### config.mk
export PLATFORM = sky130hd
export DESIGN_NAME = m_ex_mul_sequencer
export DESIGN_NICKNAME = d
export VERILOG_FILES = /design/src/rtl/m_ex_mul_sequencer.sv
export SDC_FILE = /design/constraint.sdc
export NUM_CORES = 1
export LEC_CHECK = 0
export ABC_AREA = 0
export BUFFER_PORTS_ARGS = -buffer_cell sky130_fd_sc_hd__clkbuf_2
export CAP_MARGIN = 15
export CORE_MARGIN = 1.5
export CORE_UTILIZATION = 49
export CTS_CLUSTER_SIZE = 14
export DETAILED_ROUTE_END_ITERATION = 7
export HOLD_SLACK_MARGIN = 0.1
export PLACE_DENSITY = 0.68
export SLEW_MARGIN = 40
export SYNTH_ARGS = -nofsm -noshare
export SYNTH_HDL_FRONTEND = slang
export SYNTH_SLANG_ARGS = --single-unit
### constraint.sdc
create_clock -name clk -period 9.56 [get_ports clk]
set_input_delay 0.478 -clock clk [delete_from_list [all_inputs] [get_ports clk]]
set_output_delay 0.478 -clock clk [all_outputs]
set_load 0.005 [all_outputs]
### src/rtl/m_ex_mul_sequencer.sv
// rtl/m_ex_mul_sequencer.sv - iterative shift-add unsigned multiplier sequencer for the EX stage
// Optional early termination on an exhausted multiplier: MUL_EARLY_TERM_EN
module m_ex_mul_sequencer #(
  parameter int N     = 32,
  parameter int N_CNT = $clog2(N) + 1
) (
  input  logic             clk,
  input  logic             reset,
  input  logic             start,
  input  logic             ex_flush,
  input  logic [N-1:0]     op_a,
  input  logic [N-1:0]     op_b,
  output logic             stall,
  output logic             busy,
  output logic             done,
  output logic [2*N-1:0]   product
);

  typedef enum logic [1:0] {
    S_IDLE = 2'd0,
    S_RUN  = 2'd1,
    S_DONE = 2'd2
  } state_t;

  localparam logic [N_CNT-1:0] CNT_LAST = N_CNT'(N - 1);

  state_t           state;
  state_t           state_next;
  logic [2*N-1:0]   mcand;
  logic [2*N-1:0]   acc;
  logic [2*N-1:0]   acc_sum;
  logic [N-1:0]     mplier;
  logic [N_CNT-1:0] cnt;
  logic             last_iter;
  logic             stall_req;

  // Accumulator value after this cycle's iteration; also the product on the final one.
  assign acc_sum = mplier[0] ? (acc + mcand) : acc;

`ifdef MUL_EARLY_TERM_EN
  assign last_iter = (cnt == CNT_LAST) || ((mplier >> 1) == '0);
`else
  assign last_iter = (cnt == CNT_LAST);
`endif

  always_comb begin
    state_next = state;
    stall_req  = 1'b0;
    case (state)
      S_IDLE: begin
        if (start && !ex_flush) begin
          state_next = S_RUN;
          stall_req  = 1'b1;
        end
      end
      S_RUN: begin
        stall_req = 1'b1;
        if (ex_flush) begin
          state_next = S_IDLE;
        end else if (last_iter) begin
          state_next = S_DONE;
        end
      end
      S_DONE: begin
        // start is ignored here: the same MUL is still sitting in EX.
        state_next = S_IDLE;
      end
      default: begin
        state_next = S_IDLE;
      end
    endcase
  end

  // Gate with reset so a held start cannot stall the pipeline while in reset.
  assign stall = stall_req && !reset;

  always_ff @(posedge clk or posedge reset) begin
    if (reset) begin
      state   <= S_IDLE;
      busy    <= 1'b0;
      done    <= 1'b0;
      product <= '0;
      mcand   <= '0;
      mplier  <= '0;
      acc     <= '0;
      cnt     <= '0;
    end else begin
      state <= state_next;
      busy  <= (state_next == S_RUN);
      done  <= (state_next == S_DONE);
      case (state)
        S_IDLE: begin
          if (state_next == S_RUN) begin
            mcand  <= {{N{1'b0}}, op_a};
            mplier <= op_b;
            acc    <= '0;
            cnt    <= '0;
          end
        end
        S_RUN: begin
          acc    <= acc_sum;
          mcand  <= mcand << 1;
          mplier <= mplier >> 1;
          cnt    <= cnt + 1'b1;
          if (state_next == S_DONE) begin
            product <= acc_sum;
          end
        end
        default: begin
        end
      endcase
    end
  end

endmodule

==> results.cfg <==
[timing]
clock_skew_ns = 0.0159
max_slew_violations = 0
fin_setup_tns_ns = 0
timing.final.ws_setup_ns = 6.35
max_freq_mhz = 311
post-route-min-period_ns = 3.21
setup_repair_after_global_routing_missed_its_margin = no
max_slew.worst_pin.slew_ns = 0.837
max-slew-margin-rel_pct = 44.2
report.final.hold_viol_count = 0
final_min_period_over_clock_period_pct = 33.6
finalSetupViolCount = 0

[status]
run_status = completed

[placement]
post-dp-hpwl_um = 23900
preCtsSetupSlack_ns = 6.39
gp_congestion = 0.942
placement.io_buffers = 134

[detailed_routing]
route.antenna.remaining_nets = 0
post_drt_via_cell_ratio = 5.82
detailroute.via_count = 11300
drt_pass_1_iters = 5
drc_errors = 0
route.detailed.wl_per_inst_um = 17.9
drt_first_iter_violations = 747
wl_um = 34800

[layout]
syn2layout_area_growth_pct = 13.5
final_net_count = 1725
diodes = 0
layout.cells.most_common = sky130_fd_sc_hd__nand2_1
fillCellCount = 2449
most_frequent_cells_in_the_layout = sky130_fd_sc_hd__nand2_1 (346), sky130_fd_sc_hd__dfrtp_1 (233), sky130_fd_sc_hd__clkbuf_2 (134)
fraction_of_layout_cells_with_a_size_suffix_above_1_pct = 13.5

[global_routing]
antenna_found_initial = 0
grt_use_met2_pct = 39.7
globalRoute.busiestLayer = met2
via_count_of_the_first_global_routing_pass = 11100
globalRoute.totalOverflow = 0
grt_use_met3_pct = 3.81
global_route.usage.total_pct = 25.0
grt_pass1_wl_um = 57800
pin_count_of_the_biggest_net_entering_global_routing = 99
grt_use_met1_pct = 36.0

[worst_hold_path]
holdCritPathClass = input port to register
hold_path_startpoint = op_b[31]
min_path_cells = 3

[die]
fp.coreArea_mm2 = 0.0268
ios = 135
dieArea_mm2 = 0.0281
chipWidth_um = 168
core.rowCount = 60
height_of_the_die_um = 168
effective_utilization_at_floorplan_pct = 49.6

[synthesis]
synthesis.instances = 1507
post_synth_instance_area_mm2 = 0.0133
ys.flop_type = sky130_fd_sc_hd__dfrtp_1
synth.ff_latch_count = 234
netlist-cell-type-count = 70
synthesis.area_per_instance_um2 = 8.82
async_flop_share_pct = 100
synth.yosys.warnings = 0
synth_enable_flop_cells = 0
syn_nets = 1640
yosysSeqAreaShare_pct = 44.0

[setup_path]
timing.critical_path.fanout_max = 6
cp-end-kind = register
regToRegStartpoint = mcand[17]$_DFFE_PP0P_
worstSetupStartpointType = register
cp.required_ns = 9.98
critical_path_class = register to register
crit_arrival_ns = 3.63
reg2regPathDepth = 11
critPathLaunch = mcand[17]$_DFFE_PP0P_

[job]
cap_violations = 0

[cts]
tritoncts = yes
htree_num_levels = 1
number_of_hold_buffers_added_after_cts = 1
cts_buffers = 26
max-clock-path-buffers = 3
clk_pin_slew_worst_paths_ns = 0.06
cts_resized = 0
root_buffer = sky130_fd_sc_hd__clkbuf_16
post-cts-setup-buffer-count = 0
insertion_delay_ns = 0.54
cts.sink_count = 234

[power_and_ir_drop]
p_leak_nw = 7.46
worst_ir_drop_vdd_v = 0.000163
power_per_standard_cell_area_mw_per_mm2 = 235
-- synthesized netlist by cell type, types with 4 or more instances --
cell type | count | area share [%]
sky130_fd_sc_hd__nor2_1 | 55 | 1.6
sky130_fd_sc_hd__o211ai_1 | 14 | 0.79
sky130_fd_sc_hd__a22oi_1 | 61 | 3.4
sky130_fd_sc_hd__ha_1 | 64 | 6.0
sky130_fd_sc_hd__nor2b_1 | 4 | 0.19
sky130_fd_sc_hd__o21bai_1 | 15 | 0.85
sky130_fd_sc_hd__nand2b_1 | 7 | 0.33
sky130_fd_sc_hd__a21oi_1 | 101 | 3.8
sky130_fd_sc_hd__inv_1 | 25 | 0.71
sky130_fd_sc_hd__o21ai_0 | 121 | 4.6
sky130_fd_sc_hd__and2_1 | 5 | 0.24
sky130_fd_sc_hd__a21o_1 | 22 | 1.2
sky130_fd_sc_hd__a31oi_1 | 7 | 0.33
sky130_fd_sc_hd__o21a_1 | 11 | 0.62
sky130_fd_sc_hd__o31ai_1 | 5 | 0.28
sky130_fd_sc_hd__dfrtp_1 | 234 | 44
sky130_fd_sc_hd__xor2_1 | 21 | 1.4
sky130_fd_sc_hd__nor3_1 | 17 | 0.64
sky130_fd_sc_hd__o21ai_2 | 4 | 0.26
sky130_fd_sc_hd__buf_1 | 12 | 0.34
sky130_fd_sc_hd__nand3_1 | 65 | 2.4
sky130_fd_sc_hd__a211oi_1 | 8 | 0.45
sky130_fd_sc_hd__buf_2 | 6 | 0.23
sky130_fd_sc_hd__nand2_1 | 347 | 9.8
sky130_fd_sc_hd__mux2i_1 | 39 | 2.9
sky130_fd_sc_hd__clkbuf_1 | 71 | 2.0
sky130_fd_sc_hd__o21ai_1 | 5 | 0.19
sky130_fd_sc_hd__nand4_1 | 15 | 0.71
sky130_fd_sc_hd__and3_1 | 18 | 0.85
sky130_fd_sc_hd__xnor2_1 | 37 | 2.4
sky130_fd_sc_hd__a22o_1 | 29 | 1.9
-- per-layer routing --
metal,part of all wire (%),vias to the layer above
met4,2.1,0
li1,-,5518
met1,47,5473
met5,0,-
met2,45,307
met3,5.7,49
-- sequential cells by signal, indices dropped and copies added, names as in the netlist --
name,count
done,1
mplier,32
cnt,6
state,2
product,64
busy,1
acc,64
mcand,64
-- power by group --
part	switching, mW	internal [mW]	leakage, nW
combinational	0.754	0.458	4.02
sequential	0.150	1.17	3.02
clock	0.398	0.606	0.421
total	1.30	2.24	7.46
-- worst max-delay path, stage by stage, from the launching register on --
cell and delay, ns:
sky130_fd_sc_hd__dfrtp_1 0.41, sky130_fd_sc_hd__ha_1 0.43, sky130_fd_sc_hd__nand4_1 0.16, sky130_fd_sc_hd__o22ai_1 0.29, sky130_fd_sc_hd__o211ai_1 0.14, sky130_fd_sc_hd__a21oi_1 0.34
sky130_fd_sc_hd__o21ai_1 0.18, sky130_fd_sc_hd__a31oi_1 0.29, sky130_fd_sc_hd__and2b_4 0.27, sky130_fd_sc_hd__o31ai_4 0.30, sky130_fd_sc_hd__mux2i_1 0.22, sky130_fd_sc_hd__nand2_1 0.06
-- layout make-up --
cell class                      instances  area, um^2  area share [%]
Timing Repair Buffer                  149         808            5.36
Inverter                               25         101           0.672
Multi-Input combinational cell       1156        7040            46.7
Tap cell                              341         427            2.83
Clock inverter                          2        35.0           0.232
Clock buffer                           41         818            5.42
Sequential cell                       234        5860            38.8
-- cells by family (layout without fill, tap and decap cells) --
| group | after synthesis | count (layout) | share of synthesized area [%] |
|---|---|---|---|
| AO/OA/AOI/OAI | 438 | 438 | 21.5 |
| multiplexers | 42 | 42 | 3.19 |
| buffers and inverters | 117 | 217 | 3.39 |
| AND/OR/NAND/NOR | 553 | 553 | 17.9 |
| flip-flops | 234 | 234 | 44.0 |
| adder cells (fa/ha/maj) | 65 | 65 | 6.17 |
| XOR/XNOR | 58 | 58 | 3.82 |
-- worst paths after layout --
path                            slack [ns]                 endpoint
worst min register to register        0.47   mplier[25]$_DFFE_PP0P_
worst max register to register        6.35  product[60]$_DFFE_PP0P_
worst max-delay path                  6.35  product[60]$_DFFE_PP0P_
max in group asynchronous             7.85  product[46]$_DFFE_PP0P_
min in group asynchronous             0.62    mplier[6]$_DFFE_PP0P_
worst min-delay path                  0.15   mplier[31]$_DFFE_PP0P_
-- through the flow --
step / power (mW) / instances / util [%] / instance area [um^2] / hold WS, ns
detailed placement: 2.53 / 1904 / 53.0 / 14200 / 0.463
global route: 3.76 / 1948 / 56.3 / 15100 / 0.153
finish: 3.54 / 1948 / 56.3 / 15100 / 0.153
floorplan: 2.21 / 1507 / - / 13300 / 0.446
global placement: 2.50 / 1903 / 52.9 / 14200 / 0.458
CTS: 3.54 / 1948 / 56.3 / 15100 / 0.146
No activity file was read; power rests on OpenSTA's default activity.
